### src/rtl/video_dsdac_out.sv
// Analogue-video output stage: a binomial FIR smooths the strobed composite samples,
// then a 1-bit delta-sigma modulator (order 1 or 2) runs on every clock of the same domain.
module video_dsdac_out #(
  parameter int C_DAT_W     = 10,
  parameter int C_FIR_ORDER = 2,
  parameter int C_DS_ORDER  = 1
) (
  input  logic               CK_i,
  input  logic               XAR_i,
  input  logic               CK_EE_i,
  input  logic [C_DAT_W-1:0] DATs_i,
  input  logic               MUTE_i,
  output logic [C_DAT_W-1:0] FIR_DATs_o,
  output logic               QQ_o
);

  localparam int C_SUM_W = C_DAT_W + C_FIR_ORDER;
  localparam logic [C_DAT_W-1:0] C_MID = {1'b1, {(C_DAT_W-1){1'b0}}};

  if (C_DAT_W < 6 || C_DAT_W > 16) begin : g_bad_dat_w
    $error("video_dsdac_out: C_DAT_W must be 6..16");
  end
  if (C_FIR_ORDER < 0 || C_FIR_ORDER > 3) begin : g_bad_fir_order
    $error("video_dsdac_out: C_FIR_ORDER must be 0..3");
  end
  if (C_DS_ORDER != 1 && C_DS_ORDER != 2) begin : g_bad_ds_order
    $error("video_dsdac_out: C_DS_ORDER must be 1 or 2");
  end

  function automatic int binom(input int n, input int k);
    int r = 1;
    for (int i = 0; i < k; i++) r = r * (n - i) / (i + 1);
    return r;
  endfunction

  // w_tap[0] is the incoming sample, w_tap[k] is delay register D[k-1].
  logic [C_DAT_W-1:0] w_tap [0:C_FIR_ORDER];
  assign w_tap[0] = DATs_i;

  for (genvar gi = 1; gi <= C_FIR_ORDER; gi++) begin : g_tap
    logic [C_DAT_W-1:0] r_d;
    always_ff @(posedge CK_i or negedge XAR_i) begin
      if (!XAR_i)       r_d <= '0;
      else if (CK_EE_i) r_d <= w_tap[gi-1];
    end
    assign w_tap[gi] = r_d;
  end

  logic [C_SUM_W-1:0] w_sum;
  always_comb begin
    w_sum = '0;
    for (int k = 0; k <= C_FIR_ORDER; k++)
      w_sum = w_sum + C_SUM_W'(binom(C_FIR_ORDER, k)) * C_SUM_W'(w_tap[k]);
  end

  logic [C_DAT_W-1:0] r_fir;
  always_ff @(posedge CK_i or negedge XAR_i) begin
    if (!XAR_i)       r_fir <= '0;
    else if (CK_EE_i) r_fir <= C_DAT_W'(w_sum >> C_FIR_ORDER);
  end
  assign FIR_DATs_o = r_fir;

  logic [C_DAT_W-1:0] w_x;
  assign w_x = MUTE_i ? C_MID : r_fir;

  if (C_DS_ORDER == 1) begin : g_ds1
    logic [C_DAT_W-1:0] r_acc;
    logic               r_qq;
    logic [C_DAT_W:0]   w_acc_next;

    // The carry out of the modulo-2^W accumulate is the output bit.
    assign w_acc_next = {1'b0, r_acc} + {1'b0, w_x};

    always_ff @(posedge CK_i or negedge XAR_i) begin
      if (!XAR_i) begin
        r_acc <= '0;
        r_qq  <= 1'b0;
      end else begin
        r_acc <= w_acc_next[C_DAT_W-1:0];
        r_qq  <= w_acc_next[C_DAT_W];
      end
    end
    assign QQ_o = r_qq;
  end else begin : g_ds2
    localparam int C_I_W  = C_DAT_W + 4;
    localparam int C_E_W  = C_DAT_W + 6;
    localparam int C_IMAX = (1 << (C_I_W - 1)) - 1;
    localparam int C_IMIN = -(1 << (C_I_W - 1));
    localparam int C_XLO  = 1 << (C_DAT_W - 4);
    localparam int C_XHI  = (1 << C_DAT_W) - C_XLO;
    localparam logic signed [C_E_W-1:0] C_EMAX = C_E_W'(C_IMAX);
    localparam logic signed [C_E_W-1:0] C_EMIN = C_E_W'(C_IMIN);
    localparam logic signed [C_E_W-1:0] C_EFB  = C_E_W'(1 << C_DAT_W);

    function automatic logic signed [C_I_W-1:0] sat(input logic signed [C_E_W-1:0] v);
      if (v > C_EMAX)      return C_I_W'(C_IMAX);
      else if (v < C_EMIN) return C_I_W'(C_IMIN);
      else                 return v[C_I_W-1:0];
    endfunction

    logic signed [C_I_W-1:0] r_i1, r_i2;
    logic                    r_qq;
    logic [C_DAT_W-1:0]      w_xc;
    logic signed [C_E_W-1:0] w_fb, w_i1_sum, w_i2_sum;
    logic signed [C_I_W-1:0] w_i1_new, w_i2_new;

    // Keeping X away from the rails keeps the second-order loop stable.
    assign w_xc = (w_x < C_DAT_W'(C_XLO)) ? C_DAT_W'(C_XLO) :
                  (w_x > C_DAT_W'(C_XHI)) ? C_DAT_W'(C_XHI) : w_x;
    assign w_fb     = r_qq ? C_EFB : '0;
    assign w_i1_sum = $signed(C_E_W'(r_i1)) + $signed(C_E_W'(w_xc)) - w_fb;
    assign w_i1_new = sat(w_i1_sum);
    assign w_i2_sum = $signed(C_E_W'(r_i2)) + $signed(C_E_W'(w_i1_new)) - w_fb;
    assign w_i2_new = sat(w_i2_sum);

    always_ff @(posedge CK_i or negedge XAR_i) begin
      if (!XAR_i) begin
        r_i1 <= '0;
        r_i2 <= '0;
        r_qq <= 1'b0;
      end else begin
        r_i1 <= w_i1_new;
        r_i2 <= w_i2_new;
        r_qq <= ~w_i2_new[C_I_W-1];
      end
    end
    assign QQ_o = r_qq;
  end

endmodule

### config.mk
export PLATFORM = sky130hd
export DESIGN_NAME = video_dsdac_out
export DESIGN_NICKNAME = d
export VERILOG_FILES = /design/src/rtl/video_dsdac_out.sv
export SDC_FILE = /design/constraint.sdc
export NUM_CORES = 1
export LEC_CHECK = 0
export BUFFER_PORTS_ARGS = -buffer_cell sky130_fd_sc_hd__buf_4
export CORE_MARGIN = 4
export CORE_UTILIZATION = 48
export DETAILED_ROUTE_END_ITERATION = 12
export GPL_ROUTABILITY_DRIVEN = 1
export PLACE_DENSITY = 0.67
export SLEW_MARGIN = 40
export SYNTH_ARGS = -nofsm -noshare
export SYNTH_HDL_FRONTEND = slang
export SYNTH_SLANG_ARGS = --single-unit
export TNS_END_PERCENT = 5
### constraint.sdc
create_clock -name CK_i -period 2.58 [get_ports CK_i]
set_input_delay 0.129 -clock CK_i [delete_from_list [all_inputs] [get_ports CK_i]]
set_output_delay 0.129 -clock CK_i [all_outputs]
set_load 0.01 [all_outputs]
* Yosys cells after proc, flatten, opt, wreduce, memory -nomap -nowiden
Index checks and enable logic that the tools add are counted.
** Operators by class
- Mux-type cells :: 1
- $add $sub $neg :: 3
** Operator list (number)
- 10-bit by 11-bit adder with 12-bit output :: 1
- 12-bit by 10-bit adder with 12-bit output :: 1
- 10-bit by 10-bit adder with 11-bit output :: 1
- 10-bit 2-to-1 mux :: 1
** Word-level totals
- Output and inout bits :: 11
- Flip-flop bits (word level) :: 41
- Input bits :: 14

* Logic depth before layout (Yosys ltp)
- Word-level depth :: 2
- Gate-level depth with buffers :: 9

* Worst setup path after synthesis
No wires, ideal clock.
- Path type :: reg2reg
- Start :: register g_tap[1].r_d[0]
- End :: register r_fir[7], in the netlist FIR_DATs_o[7]
- Path slack :: 0.320 ns
- Data arrival time :: 2.123 ns
- Clock period less this slack :: 2.260 ns
- Path buffers :: 0
- Stages on the path, launching flop included :: 10
- Library setup time :: 0.137 ns
- Cells stage by stage :: dfrtp_1 -> inv_1 -> fa_1 -> nand3b_1 -> fa_1 -> nand2b_1 -> a21o_1 -> a31oi_1 -> xnor2_1 -> a21oi_1
** Between the ends
- Longest elaborated chain between the ends :: 2
** Ends and longest elaborated chain
- start, declared :: RTL line 41 : logic [C_DAT_W-1:0] r_d;
- start signal, assigned :: RTL line 44 : else if (CK_EE_i) r_d <= w_tap[gi-1];
- 10-bit by 11-bit adder with 12-bit output :: RTL line 53 : w_sum = w_sum + C_SUM_W'(binom(C_FIR_ORDER, k)) * C_SUM_W'(w_tap[k]);
- 12-bit by 10-bit adder with 12-bit output :: RTL line 53
- end signal, assigned :: RTL line 59 : else if (CK_EE_i) r_fir <= C_DAT_W'(w_sum >> C_FIR_ORDER);
- end, declared :: RTL line 56 : logic [C_DAT_W-1:0] r_fir;
Every way passes these cells.
A chain may end at the register's enable or synchronous reset.

* Worst setup path in the final report
- Start :: register g_tap[1].r_d[1]
- End :: register r_fir[8], in the netlist FIR_DATs_o[8]
Same word-level chain as after synthesis.

==> flow_summary.yaml <==
clock_network:
  htree_levels: 2
  clk_latency_ps: 290
  numCtsBuffers: 5
  clock-sinks: 41
  clk_transition_reported_paths_ps: 70
  clockRootBuffer: "clkbuf_8"
  cts_buffer_depth: 2
  cts_tree: "done"
logic_synthesis:
  synth_compound_area_frac: 0.1128
  ys_seq_area_frac: 0.4148
  ys_warn_count: 0
  synth-simple-area-share: 0.1103
  synthMuxAreaShare: 0.1088
  syn_avg_cell_area_sq_um: 11.72
  postSynthCellCount: 211
  synthDistinctLibCells: 44
  synth_top_family_by_area: "adder cells"
  syn_area_sq_um: 2474
  synthXorXnorAreaFrac: 0.04603
  syn-num-nets: 255
  yosys.area_share.adder: 0.1851
  ys_seq_elements: 41
power_and_ir_drop:
  power_frac_seq: 0.340
  sw_frac_of_total: 0.3668
  p_switching_w: 0.001059
  p_int_w: 0.001828
  ir_worst_vdd_mv: 0.4028
  power_leakage_nw: 1.267
  pwr-share-comb: 0.515
  p_total_w: 0.002888
  power_frac_clock: 0.145
  p_per_area_nw_per_um2: 1024
detailed_routing:
  drt_iter0_markers: 72
  dr.pass1.iters: 4
  wirelength_um: 4045
  antenna_left: 0
  drc: 0
  via_per_inst: 5.193
  wl_per_cell_um: 13.26
  num_vias: 1584
setup_path:
  rr_endpoint: "FIR_DATs_o[8]"
  arrival_ps: 2560
  rrSetupSlack_ps: 190
  cp_max_fo: 3
  reg2reg_from: "g_tap[1].r_d[1]"
  rr_worst_depth: 7
  crit_type: "flip-flop to flip-flop"
  crit_path_end: "FIR_DATs_o[8]"
  required_ps: 2750
  cp-start-kind: "flip-flop"
  worst_setup_path_end_kind: "flip-flop"
  startpoint: "g_tap[1].r_d[1]"
timing:
  skew_ps: 6.237
  hold_violations: 0
  drv_slew: 0
  setup_tns_ps: 0
  maxSlewHeadroom: 0.6536
  rsz0062_at_grt: "no"
  clock.fmax_ghz: 0.4183
  fin_crit_sh: 0.9265
  tightest_slew_ps: 519.5
  layout_min_cycle_time_ps: 2390
  setup_viol: 0
floorplanning:
  die_area_sq_um: 6366
  initial_core_util: 0.5102
  dieWidth_um: 79.79
  num_rows: 25
  die_y_um: 79.79
  ios: 25
  coreArea_sq_um: 4848
global_route:
  grt_max_degree: 42
  track_usage: 0.1452
  grt_pass1_vias: 1614
  overflow: 0
  grt_first_pass_wirelength_um: 7203
  antenna_found_initial: 0
worst_hold_path:
  hold_path_class: "input port to flip-flop"
  hold_start: "DATs_i[0]"
cells_and_area:
  drive_gt1_frac: 0.2605
  instances_no_fill: 305
  finalInstanceArea_sq_um: 2819
  area_growth_pct: 13.96
  diodes: 0
  nets: 282
place:
  dp_hpwl_um: 3028
  place_area_sq_um: 2716
  post-place-cells: 297
  gp_congestion: 0.7828
  port_buffers: 24
job:
  maxCapViolations: 0
run_status:
  status: "finished clean"
## how the worst min path moves through the flow
stage | to | slack [ps] | depth (start not counted)
detailed placement | g_ds1.r_acc[1] | 150 | 1
global route | g_tap[1].r_d[1] | 70 | 2
floorplan | FIR_DATs_o[0] | -170 | 0
finish | g_tap[1].r_d[0] | 60 | 3
global placement | g_ds1.r_acc[1] | 150 | 1
CTS | g_tap[1].r_d[0] | 60 | 3
## flip-flops by register name (all words and copies together), names as in the netlist
name / cells
FIR_DATs_o: 10
g_tap.r_d: 20
g_ds1.r_acc: 10
QQ_o: 1
## timing repair
item | 4_1_cts | 5_1_grt
hold buffers | 1 | 0
endpoints found under the setup margin | 0 | 1
gates resized for setup | 0 | 1
buffers inserted | 0 | 0
hold endpoints to repair | 41 | 0
## power by group through the flow
stage	registers, W	logic [W]	clock network [W]
finish	0.000982	0.00149	0.000419
CTS	0.000987	0.00150	0.000440
global route	0.00101	0.00168	0.000466
floorplan	0.00101	0.00109	0
global placement	0.000992	0.00145	0
detailed placement	0.00100	0.00149	0
## placed cells by master (no fill, tap or decap), drive strengths merged, types with 2 or more instances in the layout
master,instances
dfrtp,41
buf,24
mux2,23
ha,19
nor2,12
fa,11
a21oi,11
nand2,10
xnor2,10
o21ai,10
inv,9
nor2b,8
clkbuf,7
a211oi,3
a21o,3
xor2,3
nand3,3
a31oi,3
and3,3
nand3b,2
and2,2
nand2b,2
o21a,2
or2,2
## cells in the mapped netlist (all sizes together)
library cell  number  area [sq um]
and2               2         12.51
and4               1         8.760
or3                1         6.260
clkbuf             3         12.51
ha                19         237.7
dfrtp             41          1026
nand2             10         37.54
o211ai             1         7.510
nand4              1         6.260
mux2i              1         10.01
and4b              1         10.01
mux2              23         259.0
fa                11         220.2
a211oi             3         22.52
nor2b              8         50.05
xor2               3         26.28
nand2b             2         12.51
a31oi              3         18.77
or2                2         12.52
a2111oi            1         27.53
o21bai             1         11.26
xnor2             10         87.58
inv                9         33.78
nor2              12         45.04
o21a               2         15.01
a21boi             1         7.510
o21ai             10         53.80
buf                2         8.750
and3               3         23.77
nand3              3         15.01
nand3b             2         15.01
a221oi             1         8.760
or3b               1         8.760
a31o               1         8.760
o2111ai            1         8.760
a21o               3         22.52
nand4b             1         8.760
a21oi             11         66.32
## per-layer routing
layer	up-vias	routed length, um	track usage
li1	794	-	-
met1	765	1890	0.1895
met2	18	1956	0.2346
met3	7	142	0.03725
met4	0	57	0.05068
met5	-	0	0
## critical path, cell delays in order, from the launching register on
cell and delay, ps:
dfrtp_1 410, fa_1 490, ha_1 310, and4b_1 230, o2111ai_1 180, nand3_1 180, nand4b_1 130, or3b_1 350
## cells by family (layout without fill, tap and decap cells)
kind of cell / Yosys count / count (layout)
simple gates: 50 / 50
flops: 41 / 41
compound gates: 39 / 39
fa+ha+maj: 30 / 30
mux: 24 / 24
buf+inv: 14 / 41
xor+xnor: 13 / 13
## metrics by stage
step                setup WS [ps]  hold slack (ps)  utilization
floorplan                   319.8           -166.6            -
global placement            182.3            145.4       0.5603
detailed placement          159.9            146.3       0.5603
CTS                         146.2            56.18       0.5801
global route                46.49            70.27       0.5814
finish                      189.6            61.25       0.5814
## cell type report
cell class	count	area [sq um]
Clock buffer	7	86.33
Fill cell	430	2029
Inverter	9	33.78
Multi-Input combinational cell	156	1399
Sequential cell	41	1026
Tap cell	67	83.83
Timing Repair Buffer	25	190.2
Power figures use the tool's default switching activity.
